**config.mk**
```make
export PLATFORM = sky130hd
export DESIGN_NAME = pipeline_hazard_ctrl_flat
export DESIGN_NICKNAME = d
export VERILOG_FILES = /design/src/rtl/pipeline_hazard_ctrl_if.sv /design/src/rtl/pipeline_hazard_ctrl.sv /design/src/flat_wrapper.sv
export SDC_FILE = /design/constraint.sdc
export NUM_CORES = 1
export LEC_CHECK = 0
export ABC_AREA = 1
export CAP_MARGIN = 20
export CORE_MARGIN = 4
export CORE_UTILIZATION = 51
export DETAILED_ROUTE_END_ITERATION = 16
export PLACE_DENSITY = 0.95
export SETUP_SLACK_MARGIN = 0.2
export SYNTH_ARGS = -nofsm -noshare
export SYNTH_HDL_FRONTEND = slang
export SYNTH_SLANG_ARGS = --single-unit
```
**constraint.sdc**
```tcl
create_clock -name clk -period 3.15 [get_ports clk]
set_input_delay 0.63 -clock clk [delete_from_list [all_inputs] [get_ports clk]]
set_output_delay 0.63 -clock clk [all_outputs]
set_load 0.05 [all_outputs]
```
**src/rtl/pipeline_hazard_ctrl_if.sv**
```systemverilog
// ---------------------------------------------------------------------------
// pipeline_hazard_ctrl_if
// Bundle of every signal between the pipeline datapath and the hazard
// controller.
//   master : pipeline side. It drives the register indices, the load, write
//            and multi-cycle flags, redirect and clr_counters. It receives
//            the load, flush and bubble controls, the forwarding selects,
//            mc_busy and the event counters.
//   slave  : hazard controller side, with the directions reversed.
// ---------------------------------------------------------------------------
interface pipeline_hazard_ctrl_if #(
   parameter int REG_AW = 5,
   parameter int LAT_W  = 4,
   parameter int CNT_W  = 16
);
   logic [REG_AW-1:0] id_rs1;
   logic [REG_AW-1:0] id_rs2;
   logic              id_use_rs1;
   logic              id_use_rs2;
   logic [REG_AW-1:0] ex_rs1;
   logic [REG_AW-1:0] ex_rs2;
   logic [REG_AW-1:0] ex_rd;
   logic              ex_memread;
   logic              ex_mc_start;
   logic [LAT_W-1:0]  ex_mc_lat;
   logic [REG_AW-1:0] mem_rd;
   logic              mem_regwrite;
   logic [REG_AW-1:0] wb_rd;
   logic              wb_regwrite;
   logic              redirect;
   logic              clr_counters;
   logic              pc_write;
   logic              if_id_load;
   logic              if_id_flush;
   logic              id_ex_load;
   logic              id_ex_bubble;
   logic              ex_mem_bubble;
   logic [1:0]        forward_a;
   logic [1:0]        forward_b;
   logic              mc_busy;
   logic [CNT_W-1:0]  stall_cnt;
   logic [CNT_W-1:0]  flush_cnt;

   modport master (
      output id_rs1, id_rs2, id_use_rs1, id_use_rs2, ex_rs1, ex_rs2, ex_rd,
             ex_memread, ex_mc_start, ex_mc_lat, mem_rd, mem_regwrite, wb_rd,
             wb_regwrite, redirect, clr_counters,
      input  pc_write, if_id_load, if_id_flush, id_ex_load, id_ex_bubble,
             ex_mem_bubble, forward_a, forward_b, mc_busy, stall_cnt, flush_cnt
   );

   modport slave (
      input  id_rs1, id_rs2, id_use_rs1, id_use_rs2, ex_rs1, ex_rs2, ex_rd,
             ex_memread, ex_mc_start, ex_mc_lat, mem_rd, mem_regwrite, wb_rd,
             wb_regwrite, redirect, clr_counters,
      output pc_write, if_id_load, if_id_flush, id_ex_load, id_ex_bubble,
             ex_mem_bubble, forward_a, forward_b, mc_busy, stall_cnt, flush_cnt
   );
endinterface

```
**src/rtl/pipeline_hazard_ctrl.sv**
```systemverilog
// ---------------------------------------------------------------------------
// pipeline_hazard_ctrl
// Central hazard controller for the 5-stage RV32 pipeline. It handles the
// following cases:
//   - load-use stalls
//   - multi-cycle EX occupancy (RUN / MC_BUSY FSM)
//   - redirect flushes, squashing FLUSH_DEPTH younger stages
//   - EX operand forwarding
// It also keeps saturating stall and flush event counters.
// Ports:
//   clk : rising-edge clock
//   rst : asynchronous, active-low reset
//   hz  : pipeline_hazard_ctrl_if.slave, carrying all pipeline-side signals
// The stall, flush and forwarding controls are combinational within the
// cycle. mc_busy and the counters are registered.
// ---------------------------------------------------------------------------
module pipeline_hazard_ctrl #(
   parameter int REG_AW      = 5,
   parameter int LAT_W       = 4,
   parameter int CNT_W       = 16,
   parameter int FLUSH_DEPTH = 3
) (
   input  logic clk,
   input  logic rst,
   pipeline_hazard_ctrl_if.slave hz
);

   typedef enum logic [0:0] {ST_RUN = 1'b0, ST_MC_BUSY = 1'b1} state_e;

   localparam logic [REG_AW-1:0] REG_ZERO = {REG_AW{1'b0}};
   localparam logic [CNT_W-1:0]  CNT_MAX  = {CNT_W{1'b1}};
   localparam logic [CNT_W-1:0]  CNT_ZERO = {CNT_W{1'b0}};
   localparam logic [LAT_W-1:0]  REM_ZERO = {LAT_W{1'b0}};

   // Forward source select: MEM (10) beats WB (01); x0 is never forwarded.
   function automatic logic [1:0] fwd_sel(
      input logic [REG_AW-1:0] src,
      input logic [REG_AW-1:0] m_rd,
      input logic              m_wr,
      input logic [REG_AW-1:0] w_rd,
      input logic              w_wr
   );
      logic [1:0] sel;
      if (m_wr && (m_rd != REG_ZERO) && (m_rd == src)) begin
         sel = 2'b10;
      end else if (w_wr && (w_rd != REG_ZERO) && (w_rd == src)) begin
         sel = 2'b01;
      end else begin
         sel = 2'b00;
      end
      return sel;
   endfunction

   state_e           state_q, state_d;
   logic [LAT_W-1:0] rem_q, rem_d;
   logic [CNT_W-1:0] stall_cnt_q, stall_cnt_d;
   logic [CNT_W-1:0] flush_cnt_q, flush_cnt_d;

   logic       lu_s, mcs_s, hold_s;
   logic       pc_write_s, if_id_load_s, if_id_flush_s;
   logic       id_ex_load_s, id_ex_bubble_s, ex_mem_bubble_s;
   logic [1:0] forward_a_s, forward_b_s;

   // Hazard conditions derived from the current stage contents and FSM state.
   always_comb begin
      lu_s = hz.ex_memread && (hz.ex_rd != REG_ZERO) &&
             ((hz.id_use_rs1 && (hz.id_rs1 == hz.ex_rd)) ||
              (hz.id_use_rs2 && (hz.id_rs2 == hz.ex_rd)));
      // Latencies 0 and 1 are plain single-cycle ops.
      mcs_s  = (state_q == ST_RUN) && hz.ex_mc_start &&
               (hz.ex_mc_lat >= LAT_W'(2)) && !hz.redirect;
      hold_s = mcs_s || (state_q == ST_MC_BUSY);
   end

   // FSM state register; reset abandons any multi-cycle op in flight.
   always_ff @(posedge clk or negedge rst) begin
      if (!rst) begin
         state_q <= ST_RUN;
         rem_q   <= REM_ZERO;
      end else begin
         state_q <= state_d;
         rem_q   <= rem_d;
      end
   end

   // FSM next state: redirect aborts; otherwise count down the hold cycles.
   always_comb begin
      state_d = state_q;
      rem_d   = rem_q;
      if (hz.redirect) begin
         state_d = ST_RUN;
         rem_d   = REM_ZERO;
      end else begin
         case (state_q)
            ST_RUN: begin
               if (mcs_s) begin
                  // The first hold cycle is spent in RUN, so N-2 remain.
                  rem_d = hz.ex_mc_lat - LAT_W'(2);
                  if (hz.ex_mc_lat >= LAT_W'(3)) begin
                     state_d = ST_MC_BUSY;
                  end else begin
                     state_d = ST_RUN;
                  end
               end else begin
                  state_d = ST_RUN;
               end
            end
            ST_MC_BUSY: begin
               rem_d = rem_q - LAT_W'(1);
               // <= rather than == so a corrupted zero count cannot wrap.
               if (rem_q <= LAT_W'(1)) begin
                  state_d = ST_RUN;
               end else begin
                  state_d = ST_MC_BUSY;
               end
            end
            default: begin
               state_d = ST_RUN;
               rem_d   = REM_ZERO;
            end
         endcase
      end
   end

   // Steering outputs by priority: reset, redirect, hold, load-use, normal.
   always_comb begin
      pc_write_s      = 1'b1;
      if_id_load_s    = 1'b1;
      if_id_flush_s   = 1'b0;
      id_ex_load_s    = 1'b1;
      id_ex_bubble_s  = 1'b0;
      ex_mem_bubble_s = 1'b0;
      forward_a_s     = 2'b00;
      forward_b_s     = 2'b00;
      if (!rst) begin
         pc_write_s      = 1'b0;
         if_id_load_s    = 1'b0;
         if_id_flush_s   = 1'b1;
         id_ex_load_s    = 1'b0;
         id_ex_bubble_s  = 1'b1;
         ex_mem_bubble_s = 1'b1;
      end else begin
         forward_a_s = fwd_sel(hz.ex_rs1, hz.mem_rd, hz.mem_regwrite,
                               hz.wb_rd, hz.wb_regwrite);
         forward_b_s = fwd_sel(hz.ex_rs2, hz.mem_rd, hz.mem_regwrite,
                               hz.wb_rd, hz.wb_regwrite);
         if (hz.redirect) begin
            if_id_flush_s   = (FLUSH_DEPTH >= 1);
            id_ex_bubble_s  = (FLUSH_DEPTH >= 2);
            ex_mem_bubble_s = (FLUSH_DEPTH >= 3);
         end else if (hold_s) begin
            // Freeze IF..EX and send bubbles into MEM while EX is occupied.
            pc_write_s      = 1'b0;
            if_id_load_s    = 1'b0;
            id_ex_load_s    = 1'b0;
            ex_mem_bubble_s = 1'b1;
         end else if (lu_s) begin
            pc_write_s     = 1'b0;
            if_id_load_s   = 1'b0;
            id_ex_bubble_s = 1'b1;
         end else begin
            pc_write_s = 1'b1;
         end
      end
   end

   // Event counter registers.
   always_ff @(posedge clk or negedge rst) begin
      if (!rst) begin
         stall_cnt_q <= CNT_ZERO;
         flush_cnt_q <= CNT_ZERO;
      end else begin
         stall_cnt_q <= stall_cnt_d;
         flush_cnt_q <= flush_cnt_d;
      end
   end

   // Saturating counter updates; clear wins over increment.
   always_comb begin
      stall_cnt_d = stall_cnt_q;
      flush_cnt_d = flush_cnt_q;
      if (hz.clr_counters) begin
         stall_cnt_d = CNT_ZERO;
         flush_cnt_d = CNT_ZERO;
      end else begin
         if (!pc_write_s && (stall_cnt_q != CNT_MAX)) begin
            stall_cnt_d = stall_cnt_q + CNT_W'(1);
         end else begin
            stall_cnt_d = stall_cnt_q;
         end
         if (hz.redirect && (flush_cnt_q != CNT_MAX)) begin
            flush_cnt_d = flush_cnt_q + CNT_W'(1);
         end else begin
            flush_cnt_d = flush_cnt_q;
         end
      end
   end

   assign hz.pc_write      = pc_write_s;
   assign hz.if_id_load    = if_id_load_s;
   assign hz.if_id_flush   = if_id_flush_s;
   assign hz.id_ex_load    = id_ex_load_s;
   assign hz.id_ex_bubble  = id_ex_bubble_s;
   assign hz.ex_mem_bubble = ex_mem_bubble_s;
   assign hz.forward_a     = forward_a_s;
   assign hz.forward_b     = forward_b_s;
   assign hz.mc_busy       = (state_q == ST_MC_BUSY);
   assign hz.stall_cnt     = stall_cnt_q;
   assign hz.flush_cnt     = flush_cnt_q;

endmodule

```
**src/flat_wrapper.sv**
```systemverilog
// flat-port wrapper written by rule: the top's interface ports become plain ports
module pipeline_hazard_ctrl_flat 
#(
   parameter int REG_AW      = 5,
   parameter int LAT_W       = 4,
   parameter int CNT_W       = 16,
   parameter int FLUSH_DEPTH = 3
)
  (clk, rst, hz_id_rs1, hz_id_rs2, hz_id_use_rs1, hz_id_use_rs2, hz_ex_rs1, hz_ex_rs2, hz_ex_rd, hz_ex_memread, hz_ex_mc_start, hz_ex_mc_lat, hz_mem_rd, hz_mem_regwrite, hz_wb_rd, hz_wb_regwrite, hz_redirect, hz_clr_counters, hz_pc_write, hz_if_id_load, hz_if_id_flush, hz_id_ex_load, hz_id_ex_bubble, hz_ex_mem_bubble, hz_forward_a, hz_forward_b, hz_mc_busy, hz_stall_cnt, hz_flush_cnt);
  pipeline_hazard_ctrl_if #(.REG_AW(REG_AW), .LAT_W(LAT_W), .CNT_W(CNT_W)) hz_i ();
  input  logic clk;
  input  logic rst;
  input wire logic [$bits(hz_i.id_rs1)-1:0] hz_id_rs1;
  input wire logic [$bits(hz_i.id_rs2)-1:0] hz_id_rs2;
  input wire logic [$bits(hz_i.id_use_rs1)-1:0] hz_id_use_rs1;
  input wire logic [$bits(hz_i.id_use_rs2)-1:0] hz_id_use_rs2;
  input wire logic [$bits(hz_i.ex_rs1)-1:0] hz_ex_rs1;
  input wire logic [$bits(hz_i.ex_rs2)-1:0] hz_ex_rs2;
  input wire logic [$bits(hz_i.ex_rd)-1:0] hz_ex_rd;
  input wire logic [$bits(hz_i.ex_memread)-1:0] hz_ex_memread;
  input wire logic [$bits(hz_i.ex_mc_start)-1:0] hz_ex_mc_start;
  input wire logic [$bits(hz_i.ex_mc_lat)-1:0] hz_ex_mc_lat;
  input wire logic [$bits(hz_i.mem_rd)-1:0] hz_mem_rd;
  input wire logic [$bits(hz_i.mem_regwrite)-1:0] hz_mem_regwrite;
  input wire logic [$bits(hz_i.wb_rd)-1:0] hz_wb_rd;
  input wire logic [$bits(hz_i.wb_regwrite)-1:0] hz_wb_regwrite;
  input wire logic [$bits(hz_i.redirect)-1:0] hz_redirect;
  input wire logic [$bits(hz_i.clr_counters)-1:0] hz_clr_counters;
  output wire logic [$bits(hz_i.pc_write)-1:0] hz_pc_write;
  output wire logic [$bits(hz_i.if_id_load)-1:0] hz_if_id_load;
  output wire logic [$bits(hz_i.if_id_flush)-1:0] hz_if_id_flush;
  output wire logic [$bits(hz_i.id_ex_load)-1:0] hz_id_ex_load;
  output wire logic [$bits(hz_i.id_ex_bubble)-1:0] hz_id_ex_bubble;
  output wire logic [$bits(hz_i.ex_mem_bubble)-1:0] hz_ex_mem_bubble;
  output wire logic [$bits(hz_i.forward_a)-1:0] hz_forward_a;
  output wire logic [$bits(hz_i.forward_b)-1:0] hz_forward_b;
  output wire logic [$bits(hz_i.mc_busy)-1:0] hz_mc_busy;
  output wire logic [$bits(hz_i.stall_cnt)-1:0] hz_stall_cnt;
  output wire logic [$bits(hz_i.flush_cnt)-1:0] hz_flush_cnt;
  assign hz_i.id_rs1 = hz_id_rs1;
  assign hz_i.id_rs2 = hz_id_rs2;
  assign hz_i.id_use_rs1 = hz_id_use_rs1;
  assign hz_i.id_use_rs2 = hz_id_use_rs2;
  assign hz_i.ex_rs1 = hz_ex_rs1;
  assign hz_i.ex_rs2 = hz_ex_rs2;
  assign hz_i.ex_rd = hz_ex_rd;
  assign hz_i.ex_memread = hz_ex_memread;
  assign hz_i.ex_mc_start = hz_ex_mc_start;
  assign hz_i.ex_mc_lat = hz_ex_mc_lat;
  assign hz_i.mem_rd = hz_mem_rd;
  assign hz_i.mem_regwrite = hz_mem_regwrite;
  assign hz_i.wb_rd = hz_wb_rd;
  assign hz_i.wb_regwrite = hz_wb_regwrite;
  assign hz_i.redirect = hz_redirect;
  assign hz_i.clr_counters = hz_clr_counters;
  assign hz_pc_write = hz_i.pc_write;
  assign hz_if_id_load = hz_i.if_id_load;
  assign hz_if_id_flush = hz_i.if_id_flush;
  assign hz_id_ex_load = hz_i.id_ex_load;
  assign hz_id_ex_bubble = hz_i.id_ex_bubble;
  assign hz_ex_mem_bubble = hz_i.ex_mem_bubble;
  assign hz_forward_a = hz_i.forward_a;
  assign hz_forward_b = hz_i.forward_b;
  assign hz_mc_busy = hz_i.mc_busy;
  assign hz_stall_cnt = hz_i.stall_cnt;
  assign hz_flush_cnt = hz_i.flush_cnt;
  pipeline_hazard_ctrl #(.REG_AW(REG_AW), .LAT_W(LAT_W), .CNT_W(CNT_W), .FLUSH_DEPTH(FLUSH_DEPTH)) u_core (.clk(clk), .rst(rst), .hz(hz_i));
endmodule
```
=== After elaboration in Yosys (flattened, before gate mapping) ===
Cells that the tools add are included.

* Logic and storage cells: 79
* Register bits: 37
* Output and inout bits: 43
* Input bits: 49

* Reduce and logical (&&, ||, !) cells: 24
* Multiplexer cells: 34
* Bitwise logic cells: 1
* Equality and inequality tests: 9
* Magnitude comparators: 3
* Add/subtract/negate cells: 4

{| class="wikitable"
|+ Operators by type and width
! kind !! count
|-
| 16-bit two-way mux || 4
|-
| 16-bit by 1-bit adder with 16-bit output (second input constant) || 2
|-
| 16-bit inequality test (second input constant) || 2
|-
| 5-bit equality test || 6
|-
| 1-bit two-way mux || 22
|-
| 1-bit logical AND || 15
|-
| 5-bit nonzero test || 3
|-
| 4-bit by 2-bit greater-or-equal comparator with 1-bit output (second input constant) || 2
|-
| 2-bit two-way mux || 4
|-
| 4-bit two-way mux || 2
|-
| 4-bit one-hot mux with 2 select lines || 1
|-
| 4-bit by 1-bit less-or-equal comparator with 1-bit output (second input constant) || 1
|-
| 2-bit nonzero test || 2
|-
| 4-bit by 1-bit subtractor with 4-bit output (second input constant) || 1
|-
| 4-bit by 2-bit subtractor with 4-bit output (second input constant) || 1
|-
| 3-bit by 2-bit inequality test with 1-bit output (second input constant) || 1
|-
| 1-bit zero test || 2
|-
| 1-bit logical OR || 2
|-
| 1-bit one-hot mux with 2 select lines || 1
|-
| 1-bit inverter || 1
|}

=== Depth between registers and ports, before layout ===
Gate-level depths: netlist of run 1.

* Depth after elaboration: 12
* Mapped depth: 12
* Mapped depth without buffers: 11

=== Worst setup path after synthesis of run 1 ===
No wires, ideal clock.

* Kind: input -> output
* From: input port hz_ex_mc_lat[2]
* To: output port hz_pc_write
* Stages on the path: 9
* Path slack: -31 ps
* Data required time: 2520 ps
* Data arrival time: 2551 ps
* Buffers on the path: 2
* Path through: nor2_1 -> nand2_1 -> nand2_1 -> o21ai_2 -> a21oi_2 -> nand2_2 -> buf_2 -> inv_1 -> buf_4

* Longest elaborated chain between the ends: 7

{| class="wikitable"
|+ RTL lines
! element !! line !! text
|-
| from (decl) || flat_wrapper.sv:22 || <nowiki>input wire logic [$bits(hz_i.ex_mc_lat)-1:0] hz_ex_mc_lat;</nowiki>
|-
| 4-bit by 2-bit greater-or-equal comparator with 1-bit output || pipeline_hazard_ctrl.sv:71 || <nowiki>(hz.ex_mc_lat >= LAT_W'(2)) && !hz.redirect;</nowiki>
|-
| 1-bit logical AND || pipeline_hazard_ctrl.sv:70 || <nowiki>mcs_s = (state_q == ST_RUN) && hz.ex_mc_start &&</nowiki>
|-
| 1-bit logical AND || pipeline_hazard_ctrl.sv:71 ||
|-
| 1-bit logical OR || pipeline_hazard_ctrl.sv:72 || <nowiki>hold_s = mcs_s || (state_q == ST_MC_BUSY);</nowiki>
|-
| 1-bit two-way mux (3 in series) || -- ||
|-
| to (decl) || flat_wrapper.sv:29 || <nowiki>output wire logic [$bits(hz_i.pc_write)-1:0] hz_pc_write;</nowiki>
|}

Every way passes these cells.

=== Worst setup path after layout of run 1 ===
* From: input port hz_mem_rd[3]
* To: output port hz_forward_a[0]

* Longest elaborated chain between the ends: 5
* Elaborated cells on any way between the ends: 6
* Those cells by class: eq/ne: 1; mux: 2; reduce/logical: 3

{| class="wikitable"
|+ RTL lines
! element !! line !! text
|-
| from (decl) || flat_wrapper.sv:23 || <nowiki>input wire logic [$bits(hz_i.mem_rd)-1:0] hz_mem_rd;</nowiki>
|-
| 5-bit nonzero test || pipeline_hazard_ctrl.sv:44 || <nowiki>if (m_wr && (m_rd != REG_ZERO) && (m_rd == src)) begin</nowiki>
|-
| 1-bit logical AND || pipeline_hazard_ctrl.sv:44 ||
|-
| 1-bit logical AND (*) || pipeline_hazard_ctrl.sv:44 ||
|-
| 2-bit two-way mux (*) || pipeline_hazard_ctrl.sv:44 ||
|-
| 2-bit two-way mux (*) || pipeline_hazard_ctrl.sv:135 || <nowiki>if (!rst) begin</nowiki>
|-
| to (decl) || flat_wrapper.sv:35 || <nowiki>output wire logic [$bits(hz_i.forward_a)-1:0] hz_forward_a;</nowiki>
|}

Every way passes the cells marked *; elsewhere a longest branch is shown, timed or not.

==> flow_summary.yaml, run 1 <==
power_and_ir_drop:
  p_leak_nw: 1.94
  ir_worst_vdd_mv: 0.237
  combPwrFrac_pct: 27.2
  switching_share_pct: 32.2
  power_mw: 1.18
  p_int_uw: 803
  seqPwrFrac_pct: 42.4
  power_switching_uw: 381
  clkPwrFrac_pct: 30.4
  cellPowerDensity_nw_per_um2: 289
synth:
  synth_nets: 488
  synth_compound_gate_area_share_pct: 8.34
  avgSynthCellArea_um2: 6.77
  synth_top_family_by_area: "simple AND/OR/NAND/NOR gates"
  yosys_warnings: 0
  synth_cell_types: 38
  ys_seq_area_share_pct: 31.5
  yosys.area_share.simple_pct: 37.6
  synth_seq_cells: 37
  syn_area_um2: 2940
  synth_mux_area_share_pct: 0
  yosys.area_share.adder_pct: 2.13
  synth_xor_area_share_pct: 9.83
  synth_cells: 434
global_routing:
  grt_usage_pct: 23.4
  grt_pass1_vias: 3138
  antenna_found_initial: 0
  grt_pass1_wl_mm: 13.8
  grt_max_degree: 44
  overflow: 0
floorplanning:
  die_area_um2: 7040
  die_w_um: 83.9
  initial_core_util_pct: 53.1
  rows: 27
  core_area_um2: 5540
  dieHeight_um: 83.9
  ios: 92
worst_setup_path:
  cp.arrival_ns: 2.22
  crit_buf_inv: 3
  cp_cell_sequence: "clkdlybuf4s50_1 > or2_2 > o41ai_2 > inv_1 > a21oi_1 > buf_12"
  cp.required_ns: 2.52
  setup.worst_path.start_class: "input port"
  worst-setup-path-type: "in2out"
  rr_worst_depth: 8
  reg2reg_slack_ns: 0.58
  path_max_fanout: 3
  critical_path_depth: 6
  crit_path_top_delay_cell: "clkdlybuf4s50_1"
  path_delay_family: "buffers and inverters"
  critPathMaxStageDelay_ns: 0.46
  endpoint_kind: "output port"
clock_network:
  clkSinkCount: 37
  path_clk_slew_ns: 0.07
  cts-root-buf: "clkbuf_8"
  insertion_delay_ns: 0.30
  hold_buffers: 0
  ctsHtreeMaxLevel: 2
  clockBufferDepth: 2
  cts_tree: "built"
  cts_inserted_buffers: 5
layout:
  area_growth_syn_to_layout_pct: 39.2
  drive_gt1_share_pct: 8.56
  layout.cells.non_filler: 598
  n_fill_cell: 418
  layout_common_cells: "116 x nand2_1, 80 x clkdlybuf4s50_1, 60 x inv_1"
  n_antenna_cell: 0
  multi_input_area_um2: 1730
  nets: 579
  final_common_cell: "nand2_1"
  final-seq-area_um2: 926
sta:
  worst_slew_pin_slew_ns: 0.759
  hold_viol_final: 0
  rsz0062_at_grt: "no"
  relSlewSlack_pct: 49.1
  finalSetupTns_ns: 0
  fin_skew_ns: 0.00883
  period_share_pct: 90.6
  fmax_mhz: 350
  finalSetupViolations: 0
  min_period_ns: 2.85
  slew_viol_final: 0
routing:
  via_per_inst: 5.48
  drt_iter0_markers: 156
  drcViolationCount: 0
  antenna_left: 0
  post_drt_wl_per_cell_um: 14.0
  dr.pass1.iters: 5
  drt-total-wl_mm: 8.40
  vias: 3279
status:
  status: "complete, no violations"
place:
  dp.cells: 590
  gp_congestion: 0.963
  io_buffers: 91
  dp_hpwl_mm: 6.49
flow_run:
  max_cap_violations: 0
hold_path:
  hold_class: "in2async"
-- worst paths after layout --
path,from,end
setup / recovery,hz_mem_rd[3],hz_forward_a[0]
hold / removal,rst,u_core.rem_q[3]
setup reg to reg,u_core.hz.flush_cnt[0],u_core.hz.flush_cnt[15]
hold reg to reg,u_core.hz.flush_cnt[3],u_core.hz.flush_cnt[3]
max in group asynchronous,rst,u_core.hz.stall_cnt[3]
min in group clk,u_core.hz.flush_cnt[3],u_core.hz.flush_cnt[3]
-- Yosys cell counts --
cell type,instances,area (µm²)
nand2_1,116,435
inv_1,60,225
nor2_1,45,169
dfrtp_1,37,926
nand3_1,35,175
nand4_1,23,144
xor2_1,23,201
xnor2_1,10,87.6
o21ai_1,9,45.0
o21ai_0,8,40.0
nor3_1,7,35.0
buf_2,6,30.0
ha_1,5,62.6
a21oi_1,4,20.0
inv_2,4,15.0
o21bai_1,4,30.0
o22ai_1,4,25.0
nand3_2,3,30.0
nor2_2,3,18.8
nor4_1,3,18.8
or2_2,3,18.8
buf_4,2,15.0
clkbuf_1,2,7.51
nand2_4,2,22.5
o31ai_1,2,15.0
o41ai_1,2,17.5
a2111oi_0,1,8.76
a21oi_2,1,8.76
a221oi_1,1,8.76
a311oi_1,1,8.76
and3_1,1,6.26
buf_8,1,15.0
clkinv_1,1,3.75
nand2_2,1,6.26
nor3_2,1,10.0
nor3_4,1,16.3
o21ai_2,1,8.76
o221ai_1,1,8.76
-- state kept, by name, indices dropped and copies added (netlist names) --
| register | cells |
|---|---|
| u_core.hz.stall_cnt | 16 |
| u_core.rem_q | 4 |
| u_core.hz.mc_busy | 1 |
| u_core.hz.flush_cnt | 16 |
-- cell type report --
type / count / share of cell area (%)
clock inverters: 2 / 0.336
multi-input cells: 321 / 42.2
repair buffers: 95 / 24.7
well taps: 72 / 2.20
clock buffers: 6 / 2.02
flip-flops and latches: 37 / 22.6
inverters: 65 / 5.96
-- layer usage --
| layer | wire length (µm) | global-route usage [%] |
|---|---|---|
| met5 | 0 | 0 |
| met2 | 4310 | 42.8 |
| met1 | 3240 | 26.7 |
| met4 | 192 | 8.04 |
| met3 | 656 | 5.23 |
-- repair_timing --
action	CTS	global route
endpoints found under the setup margin	2	2
resized for setup	0	2
buffers inserted	0	0
-- power groups by stage --
stage	clock network (mW)	logic, mW	registers, mW
2_1_floorplan	0	0.143	0.535
3_3_place_gp	0	0.308	0.510
3_5_place_dp	0	0.320	0.511
4_1_cts	0.362	0.320	0.502
5_1_grt	0.382	0.346	0.504
6_report	0.359	0.322	0.502
-- worst reg2reg max path: cells and delay by family, from the launching register on --
family,cells,cell delay (ns)
adder cells (fa/ha/maj),1,0.24
AO/OA/AOI/OAI,2,0.71
AND/OR/NAND/NOR,4,0.89
buffers and inverters,1,0.12
flip-flops,1,0.47
-- metrics by stage --
step	hold WS [ns]	utilization, %	cell area (µm²)	setup WS (ns)
after CTS	0.414	73.7	4080	0.182
final	0.397	73.9	4090	0.296
after detailed placement	0.553	72.0	3990	0.213
after global placement	0.538	72.0	3990	0.233
after global routing	0.446	73.9	4090	0.204
after floorplan	0.334	-	2950	0.197
-- cell families after synthesis --
logic type / after synthesis
simple gates: 244
buf+inv: 76
compound gates: 39
flops: 37
xor+xnor: 33
fa+ha+maj: 5
(Power assumes the default switching activity.)
==> run 2, diff against run 1 <==
ABC_AREA = default   (was 1)
CORE_UTILIZATION = 48   (was 51)
PLACE_DENSITY = 0.94   (was 0.95)
==> flow_summary.yaml, run 2 <==
routing:
  antenna_left: 0
  drt-total-wl_mm: 7.69
  vias: 2520
  dr.pass1.iters: 4
  drcViolationCount: 0
  via_per_inst: 5.58
  drt_iter0_markers: 123
  post_drt_wl_per_cell_um: 17.0
worst_setup_path:
  crit_path_top_delay_cell: "or4_1"
  cp.required_ns: 2.52
  setup.worst_path.start_class: "input port"
  cp.arrival_ns: 2.31
  endpoint_kind: "output port"
  path_delay_family: "simple AND/OR/NAND/NOR gates"
  path_max_fanout: 2
  reg2reg_slack_ns: 0.89
  worst-setup-path-type: "in2out"
  rr_endpoint: "u_core.hz.stall_cnt[15]"
  cp_cell_sequence: "clkdlybuf4s50_1 > or4_1 > o21ai_2 > nand2b_4 > o21a_4 > buf_12"
  cp-endpoint: "hz_if_id_load"
  rr_worst_depth: 7
  critPathMaxStageDelay_ns: 0.58
  critical_path_depth: 6
  cp-startpoint: "hz_ex_rd[0]"
  r2r-start: "u_core.hz.mc_busy"
  crit_buf_inv: 2
synth:
  synth_area_leaders: "dfrtp_1 37%, xor2_1 9.1%, xnor2_1 7.0%"
  synth_nets: 338
  yosys_warnings: 0
  yosysTopAreaCell: "dfrtp_1"
  synth_edf_count: 0
  synth_seq_cells: 37
  ys.flop_type: "dfrtp_1"
  synth_cells: 284
  ys_async_sr_fraction_pct: 100
  synth.most_common_cell: "dfrtp_1"
  syn_area_um2: 2500
  avgSynthCellArea_um2: 8.81
  synth_cell_types: 42
  ys_top_cells_by_count: "37 x dfrtp_1, 28 x nor2_1, 26 x xor2_1"
  synth_top_area_share_pct: 37.0
  ys_seq_area_share_pct: 37.0
clock_network:
  hold_buffers: 0
  cts-root-buf: "clkbuf_8"
  insertion_delay_ns: 0.29
  clkSinkCount: 37
  ctsHtreeMaxLevel: 2
  clockBufferDepth: 2
  path_clk_slew_ns: 0.07
  cts_tree: "built"
  cts_inserted_buffers: 5
layout:
  fin_util_pct: 74.6
  final_common_cell: "clkdlybuf4s50_1"
  layout.cells.non_filler: 452
  drive_gt1_share_pct: 12.8
  layout_common_cells: "69 x clkdlybuf4s50_1, 37 x dfrtp_1, 28 x nor2_1"
  n_fill_cell: 344
  n_antenna_cell: 0
  nets: 435
  area_growth_syn_to_layout_pct: 51.2
  design_area_um2: 3780
sta:
  finalWorstSetupSlack_ns: 0.214
  min_period_ns: 2.94
  finalSetupTns_ns: 0
  fin_skew_ns: 0.00891
  finalSetupViolations: 0
  timing.hold.ws_ns: 0.389
  worst_slew_pin_slew_ns: 0.728
  rsz0062_at_grt: "no"
  relSlewSlack_pct: 51.3
  slew_viol_final: 0
  hold_viol_final: 0
  fmax_mhz: 341
  period_share_pct: 93.2
flow_run:
  max_cap_violations: 0
status:
  status: "complete, no violations"
floorplanning:
  ios: 92
  core_area_um2: 5070
  dieHeight_um: 80.2
  die_w_um: 80.2
  initial_core_util_pct: 49.3
  rows: 26
  die_area_um2: 6430
global_routing:
  grt_max_degree: 26
  overflow: 0
  top_usage_layer: "met2"
  grt_pass1_vias: 2631
  grt_usage_pct: 24.1
  grt_util_met1_pct: 25.4
  met2_usage_pct: 45.0
  use_met3_pct: 5.94
  antenna_found_initial: 1
  grt_pass1_wl_mm: 12.2
place:
  placedInstanceArea_um2: 3580
  pre_cts_ws_ns: -0.0353
  gp_congestion: 0.834
  dp_hpwl_mm: 5.77
  io_buffers: 91
  dp.cells: 443
power_and_ir_drop:
  p_leak_nw: 1.56
  ir_worst_vdd_mv: 0.322
  power_mw: 1.26
  cellPowerDensity_nw_per_um2: 334
hold_path:
  hold_class: "in2async"
run 2: changes by cell type after synthesis, moves of 10 or more:
cell	before	now
nand3_1	35	13
nor2_1	45	28
a21oi_1	4	19
or3_1	0	10
xnor2_1	10	20
inv_1	60	11
nand2_1	116	15
nand4_1	23	12
run 2: timing repair:
action / CTS / global route
cloned: 0 / 0
resized for setup: 12 / 14
setup buffers: 1 / 0
pin swaps: 4 / 3
endpoints found under the setup margin: 7 / 7
run 2: how the worst min path moves through the flow:
stage	to	startpoint	slack (ns)	cells past startpoint
floorplan	u_core.hz.flush_cnt[0]	rst	0.33	0
global placement	u_core.rem_q[0]	u_core.rem_q[0]	0.53	1
detailed placement	u_core.rem_q[0]	u_core.rem_q[0]	0.54	1
CTS	u_core.hz.mc_busy	rst	0.40	2
global route	u_core.hz.flush_cnt[10]	rst	0.41	2
finish	u_core.hz.mc_busy	rst	0.39	2
run 2: cell families after synthesis:
| family | Yosys count | share of synthesized area (%) |
|---|---|---|
| adders and majority gates | 5 | 2.50 |
| buffers and inverters | 24 | 4.65 |
| and+or+nand+nor | 115 | 25.1 |
| AOI/OAI and AO/OA | 52 | 12.5 |
| muxes | 5 | 2.10 |
| DFF | 37 | 37.0 |
| xor gates and xnor gates | 46 | 16.1 |
run 2: worst reg2reg max path, delay by kind of cell (launching register included):
family	cells	cell delay, ns
AO/OA/AOI/OAI	4	0.78
buffers and inverters	1	0.20
AND/OR/NAND/NOR	2	0.59
flip-flops	1	0.59
run 2: cell type report:
type | count | area [µm²] | share of cell area, %
Multi-Input combinational cell | 223 | 1550 | 40.9
Timing Repair Buffer | 103 | 1060 | 28.1
Sequential cell | 37 | 926 | 24.5
Tap cell | 70 | 87.6 | 2.31
Clock buffer | 7 | 86.3 | 2.28
Inverter | 11 | 41.3 | 1.09
Clock inverter | 1 | 30.0 | 0.794
run 2: power by group:
part / total (mW) / internal [mW] / switching (mW)
logic: 0.328 / 0.152 / 0.175
registers: 0.509 / 0.489 / 0.0199
clock network: 0.426 / 0.258 / 0.168
run 2: routing by layer:
layer / vias to the layer above / share of wire [%]
met3: 18 / 6.7
met5: - / 0.10
met2: 91 / 53
li1: 1209 / -
met4: 2 / 2.5
met1: 1200 / 38
==> run 3, diff against run 2 <==
ABC_AREA = 1   (was default)
CORE_UTILIZATION = 51   (was 48)
PLACE_DENSITY = 0.95   (was 0.94)
==> results of run 3 <==
Same layout as run 1: the final DEF is identical, and so are final timing and power.
